==> config.mk <==
export PLATFORM = sky130hd
export DESIGN_NAME = and_gate
export DESIGN_NICKNAME = d
export VERILOG_FILES = /design/src/rtl/and_gate_pkg.sv /design/src/rtl/and_gate_sat_cnt.sv /design/src/rtl/and_gate.sv
export SDC_FILE = /design/constraint.sdc
export NUM_CORES = 1
export LEC_CHECK = 0
export CORE_MARGIN = 2
export CORE_UTILIZATION = 40
export DETAILED_ROUTE_END_ITERATION = 12
export PLACE_DENSITY = 0.76
export SLEW_MARGIN = 20
export SYNTH_ARGS = -nofsm -noshare
export SYNTH_HDL_FRONTEND = slang
export SYNTH_SLANG_ARGS = --single-unit
==> constraint.sdc <==
create_clock -name clk -period 1.9 [get_ports clk]
set_clock_uncertainty 0.1 [all_clocks]
set_input_delay 0.38 -clock clk [delete_from_list [all_inputs] [get_ports clk]]
set_output_delay 0.38 -clock clk [all_outputs]
set_load 0.03 [all_outputs]
==> src/rtl/and_gate_pkg.sv <==
// Shared constants and helpers for the and_gate block.
// Holds the default operand/counter widths and the saturation-limit function
// used to size the match counter's ceiling.
package and_gate_pkg;

    localparam int DEFAULT_WIDTH = 1;
    localparam int DEFAULT_CNT_W = 16;

    // All-ones value of a w-bit counter, returned in a 64-bit container.
    // Counters wider than 64 bits are not supported.
    function automatic logic [63:0] sat_max(input int w);
        logic [63:0] m;
        m = '0;
        for (int i = 0; i < 64; i++) begin
            if (i < w) begin
                m[i] = 1'b1;
            end
        end
        return m;
    endfunction

endpackage

==> src/rtl/and_gate_sat_cnt.sv <==
// Saturating up-counter used to count all-ones results in and_gate.
// Increments by one per cycle with inc_i high, sticks at its maximum value,
// and clears on the synchronous active-high rst.
module and_gate_sat_cnt
    import and_gate_pkg::*;
#(
    parameter int CNT_W = DEFAULT_CNT_W
) (
    input  logic             clk,
    input  logic             rst,
    input  logic             inc_i,
    output logic [CNT_W-1:0] count_o
);

    localparam logic [63:0]      MAX_WIDE = sat_max(CNT_W);
    localparam logic [CNT_W-1:0] CNT_MAX  = MAX_WIDE[CNT_W-1:0];

    logic [CNT_W-1:0] count_q;
    logic [CNT_W-1:0] count_d;

    // Next count: hold by default, step up only while below the ceiling.
    always_comb begin
        // NOTE: every combinational output gets a default first, so no path
        // leaves it unassigned and no latch is inferred.
        count_d = count_q;
        if (inc_i && (count_q != CNT_MAX)) begin
            count_d = count_q + CNT_W'(1);
        end
    end

    // Count register with synchronous clear.
    always_ff @(posedge clk) begin
        // NOTE: state registers use non-blocking assignments so every
        // register samples its inputs from before the clock edge.
        if (rst) begin
            count_q <= '0;
        end else begin
            count_q <= count_d;
        end
    end

    assign count_o = count_q;

endmodule

==> src/rtl/and_gate.sv <==
// Bitwise AND with a combinational output and a valid-qualified registered
// path (result, reduction-AND, reduction-OR), plus a saturating count of
// all-ones results.
// Optional feature: define AND_GATE_PARITY_EN to register the XOR-reduction
// of each captured result on y_parity; otherwise y_parity is tied to 0.
module and_gate
    import and_gate_pkg::*;
#(
    parameter int WIDTH = DEFAULT_WIDTH,
    parameter int CNT_W = DEFAULT_CNT_W
) (
    input  logic             clk,
    input  logic             rst,
    input  logic [WIDTH-1:0] a,
    input  logic [WIDTH-1:0] b,
    output logic [WIDTH-1:0] y,
    input  logic             in_valid,
    output logic             out_valid,
    output logic [WIDTH-1:0] y_q,
    output logic             all_ones,
    output logic             any_one,
    output logic [CNT_W-1:0] match_count,
    output logic             y_parity
);

    logic [WIDTH-1:0] and_res;
    logic             res_all_ones;

    logic [WIDTH-1:0] res_q;
    logic [WIDTH-1:0] res_d;
    logic             all_ones_q;
    logic             all_ones_d;
    logic             any_one_q;
    logic             any_one_d;
    logic             valid_q;
    logic             valid_d;

    // The combinational result never depends on clk or rst.
    assign and_res      = a & b;
    assign res_all_ones = &and_res;
    assign y            = and_res;

    // Capture on every valid cycle (no backpressure), otherwise hold the
    // last result; out_valid simply follows in_valid one cycle later.
    always_comb begin
        res_d      = res_q;
        all_ones_d = all_ones_q;
        any_one_d  = any_one_q;
        valid_d    = in_valid;
        if (in_valid) begin
            res_d      = and_res;
            all_ones_d = res_all_ones;
            any_one_d  = |and_res;
        end
    end

    // Result registers; reset takes priority over a same-cycle valid input.
    always_ff @(posedge clk) begin
        // NOTE: rst is checked first inside the clocked block, which makes it
        // synchronous and lets it discard any input presented with it.
        if (rst) begin
            res_q      <= '0;
            all_ones_q <= 1'b0;
            any_one_q  <= 1'b0;
            valid_q    <= 1'b0;
        end else begin
            res_q      <= res_d;
            all_ones_q <= all_ones_d;
            any_one_q  <= any_one_d;
            valid_q    <= valid_d;
        end
    end

    assign y_q       = res_q;
    assign all_ones  = all_ones_q;
    assign any_one   = any_one_q;
    assign out_valid = valid_q;

    and_gate_sat_cnt #(
        .CNT_W (CNT_W)
    ) u_match_cnt (
        .clk     (clk),
        .rst     (rst),
        .inc_i   (in_valid & res_all_ones),
        .count_o (match_count)
    );

`ifdef AND_GATE_PARITY_EN
    logic parity_q;
    logic parity_d;

    // Parity of the captured result, loaded with the same timing as res_q.
    always_comb begin
        parity_d = parity_q;
        if (in_valid) begin
            parity_d = ^and_res;
        end
    end

    // Parity register with synchronous clear.
    always_ff @(posedge clk) begin
        if (rst) begin
            parity_q <= 1'b0;
        end else begin
            parity_q <= parity_d;
        end
    end

    assign y_parity = parity_q;
`else
    assign y_parity = 1'b0;
`endif

endmodule

==> results summary, run 1 <==
The count of inserted antenna diode cells is 0. The count of hold-fix buffers inserted at cts came out at 0. The total global-route track usage is between 10% and 20%.

The area growth from synthesis to layout came out at 45.65%. The final wirelength is 2217 um. IR analysis of the VDD net gives a maximum drop of around 270 uV. The detailed router placed 965 vias in this run. The post-DP HPWL is about 1700 um. Yosys mapped the design onto 35 distinct sky130hd cell types. The critical path required time came out at 2.03 ns.

Measured along the y axis, the die boundary spans 52.70 um. The count of nets left with antenna violations once routing finished came out at 0. The die area came out at 0.002777 mm^2.

The setup TNS came out at 0 ns. For this run, the register share of the synthesized area comes to 37.99%. The number of hold violations in the final report came out at 0. The top fanout value on the critical path is 4. The number of nets at the end of the flow came out at 150. The global placer's final weighted congestion came out at 0.8002. The data arrival time of the critical path is 2.01 ns.

The highest achievable clock rate came out at approximately 0.53 GHz. The total CTS buffers is 3. The top-level port count is 27. In this run the worst hold path is classified as in -> reg.

The leakage power came out at 0.6204 nW. In the routed design, unresolved DRC markers number 0. The category of the most critical setup path is in -> reg. The root buffer selected by CTS is sky130_fd_sc_hd__clkbuf_4. The design area is between 0.001 and 0.0015 mm^2.

After floorplanning, the core was sized to cover around 0.0022 mm^2. The number of levels in the clock H-tree is 1. Before antenna repair, the detailed router went through 4 iterations. The top cell types in the final layout, fill and taps aside, are sky130_fd_sc_hd__clkdlybuf4s50_1 (13), sky130_fd_sc_hd__buf_4 (12), sky130_fd_sc_hd__a21oi_1 (11), sky130_fd_sc_hd__dlymetal6s2s_1 (10), sky130_fd_sc_hd__dfxtp_2 (10). The clock tree from TritonCTS is yes.

The number of nets in the synthesized netlist came out at 116. The smallest clock period supported by the final layout is computed as between 1.5 and 2 ns. The buffer levels on the longest clock path is 2. For this configuration, the core starts out at a cell density of 42.47%. The worst setup path is launched from a primary input. The largest net degree at the start of global routing came out at 13.

STA classifies the critical path endpoint as a flop. The via count of the first global-routing pass came out at 848. The die is 52.70 um wide. The filler cells instantiated in the layout total 197. The number of input and output port buffers inserted came out at 25. The final critical-path share of the clock period is 98.77%. Setup repair after global routing could not meet its margin everywhere.

The initial DRC count came out at 21. The power density over the cells is 461.7 mW/mm^2. Using the TritonRoute via totals, the vias-per-cell ratio works out to 5.643. The fraction of final layout cells sized beyond drive strength 1 came out at 29.37%. The initial antenna violation count was 0. The library cell used most frequently in the layout, excluding fill and tap cells, is sky130_fd_sc_hd__clkdlybuf4s50_1. The average size of a mapped cell is 8.622 um^2. Setup violations remaining at the end of the flow were counted as 0. Clock tree synthesis found a total of 18 sinks. The flow ran to the end, and the final reports show no timing, DRC or antenna violations. The final-report max-slew violation count is 0. The synthesized design contains 18 register bits. For this run the aggregate overflow at the end of global routing stands at 0. The instance area at placement is roughly 0.0013 mm^2. The worst-skew pair later-pin latency is around 0.30 ns. The count of maximum capacitance violations is 0. The area of the mapped netlist is roughly 950 um^2. The number of instances in the synthesized netlist is 110. During synthesis, Yosys emitted a total of 0 warnings. The total power draw came out at roughly 640 uW. The first global-routing pass estimated around 3600 um of wire. The number of setup buffers added after CTS came out at 0. The routed length per placed instance is 12.96 um. The clock transition at the register clock pins on the worst setup and hold paths after CTS came out at 0.10 ns. The row count came out at 17.
[per-layer routing]
layer  GRT usage, %  part of all wire [%]
met5              0                     0
met4          7.692                   1.6
met3          2.571                   3.2
met2          28.96                    49
met1          23.21                    46
[report_power, final]
part	switching, mW	total, mW	internal [mW]
combinational	0.0331	0.0581	0.0250
sequential	0.00287	0.381	0.378
clock	0.122	0.199	0.0767
total	0.158	0.638	0.480
[synthesized netlist by cell type]
cell	number	area (um^2)
sky130_fd_sc_hd__nand2_1	4	15.01
sky130_fd_sc_hd__conb_1	1	3.750
sky130_fd_sc_hd__nor3_1	5	25.02
sky130_fd_sc_hd__nand3_1	6	30.03
sky130_fd_sc_hd__o21ai_0	4	20.02
sky130_fd_sc_hd__clkbuf_1	1	3.750
sky130_fd_sc_hd__nor2_1	8	30.03
sky130_fd_sc_hd__mux2_2	3	33.78
sky130_fd_sc_hd__nor4_1	6	37.54
sky130_fd_sc_hd__nand4_1	2	12.51
sky130_fd_sc_hd__nor4b_1	1	8.760
sky130_fd_sc_hd__ha_1	1	12.51
sky130_fd_sc_hd__or3_1	3	18.77
sky130_fd_sc_hd__buf_2	1	5.000
sky130_fd_sc_hd__nor2b_1	5	31.28
sky130_fd_sc_hd__buf_4	3	22.52
sky130_fd_sc_hd__and2_1	1	6.260
sky130_fd_sc_hd__inv_1	2	7.510
sky130_fd_sc_hd__or3_4	1	11.26
sky130_fd_sc_hd__buf_6	2	22.52
sky130_fd_sc_hd__mux2i_1	1	10.01
sky130_fd_sc_hd__or4_2	2	17.52
sky130_fd_sc_hd__a41o_1	1	10.01
sky130_fd_sc_hd__nand2b_1	1	6.260
sky130_fd_sc_hd__nand3b_1	1	7.510
sky130_fd_sc_hd__nand3_2	1	10.01
sky130_fd_sc_hd__dfxtp_1	18	360.4
sky130_fd_sc_hd__and3_1	2	12.51
sky130_fd_sc_hd__or4_1	3	22.52
sky130_fd_sc_hd__a31oi_1	2	12.51
sky130_fd_sc_hd__a21oi_1	11	55.05
sky130_fd_sc_hd__o41ai_1	1	8.760
sky130_fd_sc_hd__nand4_4	1	21.27
sky130_fd_sc_hd__or2_0	1	6.260
sky130_fd_sc_hd__o31ai_1	4	30.03
[kinds of logic after synthesis]
logic type	after synthesis	share of synthesized area (%)
simple gates	54	34.83
other cells	1	0.3954
mux	4	4.617
fa+ha+maj	1	1.319
flops	18	38.00
compound gates	23	14.38
buf+inv	9	6.463
[worst paths after layout]
kind | from | slack (ns) | end | cells after the start
setup / recovery | a | 0.02 | u_match_cnt.count_o[8]$_SDFFE_PP0P_ | 5
hold / removal | in_valid | 0.29 | out_valid$_SDFF_PP0_ | 2
setup reg to reg | u_match_cnt.count_o[0]$_SDFFE_PP0P_ | 0.10 | u_match_cnt.count_o[8]$_SDFFE_PP0P_ | 5
hold reg to reg | any_one$_SDFFE_PP0P_ | 0.40 | any_one$_SDFFE_PP0P_ | 2
[sequential cells by signal, indices dropped and copies added (netlist names)]
| name | flops |
|---|---|
| u_match_cnt.count_o | 16 |
| any_one | 1 |
| out_valid | 1 |
[what timing repair did]
| item | 4_1_cts | 5_1_grt |
|---|---|---|
| endpoints found under the setup margin | 1 | 18 |
| pin swaps | 0 | 0 |
| gates resized for setup | 1 | 16 |
[critical path, stage by stage]
cell	delay [ns]
sky130_fd_sc_hd__clkdlybuf4s50_1	0.51
sky130_fd_sc_hd__nand3_2	0.09
sky130_fd_sc_hd__or2_4	0.27
sky130_fd_sc_hd__or4_2	0.61
sky130_fd_sc_hd__a21oi_1	0.15
[stage by stage]
| stage | hold WS [ns] | cells | setup slack, ns | utilization, % |
|---|---|---|---|---|
| 6_report | 0.2916 | 171 | 0.02335 | 61.85 |
| 5_1_grt | 0.3083 | 171 | -0.01419 | 61.85 |
| 4_1_cts | 0.4137 | 171 | 0.008221 | 58.88 |
| 3_5_place_dp | 0.3946 | 167 | -0.3032 | 57.76 |
| 3_3_place_gp | 0.3898 | 167 | -0.2504 | 57.76 |
| 2_1_floorplan | 0.4082 | 110 | 0.01699 | - |
[layout make-up]
cell class	count	area, um^2	area share [%]
sequential	18	380.4	27.54
clock inverter	1	3.754	0.2717
inverter	2	7.507	0.5435
clock buffer	3	22.52	1.630
tap	28	35.03	2.536
timing repair buffer	36	354.1	25.63
multi-input combinational	83	578.1	41.85
Note: power is estimated with default switching activity, not from simulation.
==> run 2, diff against run 1 <==
--- a/config.mk
+++ b/config.mk
@@ -5,6 +5,7 @@
 export SDC_FILE = /design/constraint.sdc
 export NUM_CORES = 1
 export LEC_CHECK = 0
+export CORE_ASPECT_RATIO = 1.75
 export CORE_MARGIN = 2
 export CORE_UTILIZATION = 40
 export DETAILED_ROUTE_END_ITERATION = 12
==> results summary, run 2 (same netlist as run 1, synthesis figures left out) <==
The flow ran to the end, and the final reports show no timing, DRC or antenna violations. The starting density of the core came out at 41.72% (-0.75 points). The final routed DRC violation total came out at 0 (unchanged). The register-to-register setup slack came out at 0.07 ns (-0.03 ns).

The number of nets at the end of the flow is 150 (unchanged). The buffer levels on the longest clock path is 2 (unchanged). The leftover overflow at the end of global routing came out at 0 (unchanged). The clock transition at the register clock pins on the worst setup and hold paths after CTS was 0.06 ns (-0.04 ns). The number of nets with antenna violations after routing came out at 0 (unchanged).

The number of hold violations in the final report was 0 (unchanged). The total global-route track usage came out at 20.24% (+2.4 points). The final wirelength came out at 2291 um (+3.3%).

The worst-skew pair later-pin latency is 0.26 ns (-0.04 ns). The power density over the cells came out at 528.6 mW/mm^2 (+14%). The capturing element type of the critical path is a primary output. The critical path required time is 1.42 ns (-0.61 ns).

The largest net degree at the start of global routing came out at 13 (unchanged). The dominant delay contributor by cell family on the critical path is buffers and inverters. The top fanout value on the critical path came out at 5 (+1).

The worst setup path is launched from a flop. The clock sink total came to 18 (unchanged). The final critical-path share of the clock period is 97.12% (-1.6 points). The buffering stage count on the worst path with inverters included came out at 1 (unchanged). The post-layout minimum cycle time is 1.845 ns (-0.03134 ns). The end of the worst register-to-register path is u_match_cnt.count_o[8]$_SDFFE_PP0P_. The data arrival time of the critical path is 1.37 ns (-0.64 ns). The number of flip-flops in the largest register is 16 (unchanged). The initial DRC count came out at 17 (-19%). The final setup violation count is 0 (unchanged). The share of total power in the clock network is 38.2% (+7.1 points).

The category of the most critical setup path is reg -> out. The largest stage delay on the critical path is 0.70 ns (+0.09 ns). The via count of the first global-routing pass came to 879 (+3.7%). The area growth from synthesis to layout is 41.56%. Setup repair after global routing left no endpoint under its margin.

The die span in x came out at 40.81 um (-23%). In the layout the commonest cells are sky130_fd_sc_hd__clkdlybuf4s50_1 (20), sky130_fd_sc_hd__buf_4 (12), sky130_fd_sc_hd__dfxtp_2 (10), sky130_fd_sc_hd__a21oi_1 (9), sky130_fd_sc_hd__nor2_1 (8). The tightest slew margin relative to the limit is about two thirds. The leakage power came to 0.4699 nW (-24%).

The core box area is 0.002273 mm^2 (+1.8%). The design area came out at 0.001343 mm^2 (-2.8%). The worst hold margin came out at 0.4034 ns (+0.1119 ns). The instance area at placement is 0.001286 mm^2 (-0.29%). The fraction of final layout cells sized beyond drive strength 1 came out at 28.67% (-0.70 points). The combinational group share of total power was 8.1% (-1.0 points).

The count of hold-fix buffers inserted at cts is 0 (unchanged). Clock tree synthesis selected as its root buffer the cell sky130_fd_sc_hd__clkbuf_8. The part of the power in registers is 53.7% (-6.1 points). The worst hold path stage count came to 2 (unchanged). The final-report max-slew violation count is 0 (unchanged). The non-filler instance count after layout is 168 (-1.8%). The total power draw is 709.6 uW (+11%).

The tightest min-delay check is of the reg -> reg type. The die extent in y came out at 68.42 um (+30%). The number of fill cells is 210 (+6.6%).

TritonCTS built the clock tree. The routed length per placed instance was 13.64 um (+5.2%). The die area came out at 0.002792 mm^2 (+0.55%).

The number of input and output port buffers inserted came out at 25 (unchanged). The total CTS buffers is 3 (unchanged). The post-DP HPWL is 1743 um (+3.2%). The path with the worst hold slack has its endpoint at any_one$_SDFFE_PP0P_. The highest achievable clock rate came out at 0.5419 GHz (+1.7%). The first-pass GRT wire length came out at 3877 um (+6.4%). The number of vias per cell after detailed routing came to 5.708 (+1.2%). The count of inserted antenna diode cells is 0 (unchanged). The worst setup slack before clock tree synthesis came out at -0.2877 ns (+0.01553 ns).

The total internal power came to 546.5 uW (+14%). The setup slack of the critical path after layout is 0.05469 ns (+0.03134 ns). The initial antenna violation count came out at 0 (unchanged). The number of cells on the worst reg-to-reg path came out at 5 (unchanged).

The number of levels in the clock H-tree is 1 (unchanged). The switching share of power came out at 22.99% (-1.8 points). The largest voltage drop on the vdd net came out at 415.8 uV (+56%).

Walking the worst path, the cells encountered are clkdlybuf4s50_1. The top-level port count came out at 27 (unchanged). The count of maximum capacitance violations was 0 (unchanged). The setup TNS is 0 ns (unchanged).

For the pin with the worst max-slew slack, the measured transition is ~0.50 ns. The routed via count is 959 (-0.62%). For this design, the slowest cell found on the critical path is sky130_fd_sc_hd__clkdlybuf4s50_1. The net load switching power was 163.2 uW (+3.4%). The hold path startpoint is any_one$_SDFFE_PP0P_.

The count of TritonRoute iterations in the first routing pass came out at 4 (unchanged). The number of setup buffers added after CTS was 0 (unchanged). The post-placement cell count was 164 (-1.8%). The global placer's final weighted congestion is 0.9033 (+13%). The final cell utilization of the core came out at 59.05% (-2.8 points). Leaving out fill and tap cells, the most frequent cell in the layout is sky130_fd_sc_hd__clkdlybuf4s50_1.

The row count came out at 23 (+6). In this run the critical register-to-register path is launched from u_match_cnt.count_o[0]$_SDFFE_PP0P_.
run 2: cell count changes in the layout (fill, tap and decap cells not counted):
cell / change
sky130_fd_sc_hd__nand3_2: +1
sky130_fd_sc_hd__a21oi_1: -2
sky130_fd_sc_hd__nand3_4: -1
sky130_fd_sc_hd__clkdlybuf4s50_1: +7
sky130_fd_sc_hd__clkbuf_4: -3
sky130_fd_sc_hd__clkbuf_8: +3
sky130_fd_sc_hd__a21oi_2: +2
sky130_fd_sc_hd__dlymetal6s2s_1: -9
sky130_fd_sc_hd__dlygate4sd2_1: +2
sky130_fd_sc_hd__nor4_2: -3
sky130_fd_sc_hd__nor4_1: +3
sky130_fd_sc_hd__ha_4: -1
sky130_fd_sc_hd__ha_2: +1
run 2: how the worst max path moves through the flow:
stage | startpoint | to | slack, ns | cells after the start
after floorplan | u_match_cnt.count_o[0]$_SDFFE_PP0P_ | u_match_cnt.count_o[8]$_SDFFE_PP0P_ | 0.02 | 5
after global placement | in_valid | u_match_cnt.count_o[11]$_SDFFE_PP0P_ | -0.27 | 5
after detailed placement | a | u_match_cnt.count_o[8]$_SDFFE_PP0P_ | -0.29 | 5
after CTS | u_match_cnt.count_o[13]$_SDFFE_PP0P_ | match_count[13] | 0.02 | 1
after global routing | u_match_cnt.count_o[0]$_SDFFE_PP0P_ | u_match_cnt.count_o[8]$_SDFFE_PP0P_ | 0.006 | 5
final | u_match_cnt.count_o[12]$_SDFFE_PP0P_ | match_count[12] | 0.05 | 1
run 2: repair_timing:
| action | in CTS | in global routing |
|---|---|---|
| gates cloned | 0 | 0 |
| gates resized for setup | 5 | 2 |
| pin swaps | 1 | 0 |
| endpoints found under the setup margin | 1 | 2 |
run 2: area by class of cell:
| cell class | count | area (um^2) | area share (%) |
|---|---|---|---|
| flip-flops and latches | 18 | 380.4 | 28.33 |
| multi-input cells | 83 | 549.3 | 40.91 |
| clock inverters | 1 | 3.754 | 0.2796 |
| repair buffers | 36 | 329.1 | 24.51 |
| clock buffers | 3 | 41.29 | 3.075 |
| well taps | 25 | 31.28 | 2.330 |
| inverters | 2 | 7.507 | 0.5592 |
run 2: routing by layer:
metal  up-vias  global-route usage [%]  share of wire, %
li1        478                       -                 -
met1       451                   22.38                40
met2        25                   33.79                54
met3         5                   2.922               3.8
met4         0                   12.50               2.4
met5         -                       0                 0
run 2: power groups by stage:
stage               combinational [mW]  clock [mW]  sequential [mW]
floorplan                       0.0305           0            0.396
global placement                0.0575           0            0.389
detailed placement              0.0583           0            0.389
CTS                             0.0572       0.281            0.381
global route                    0.0632       0.293            0.381
finish                          0.0575       0.271            0.381
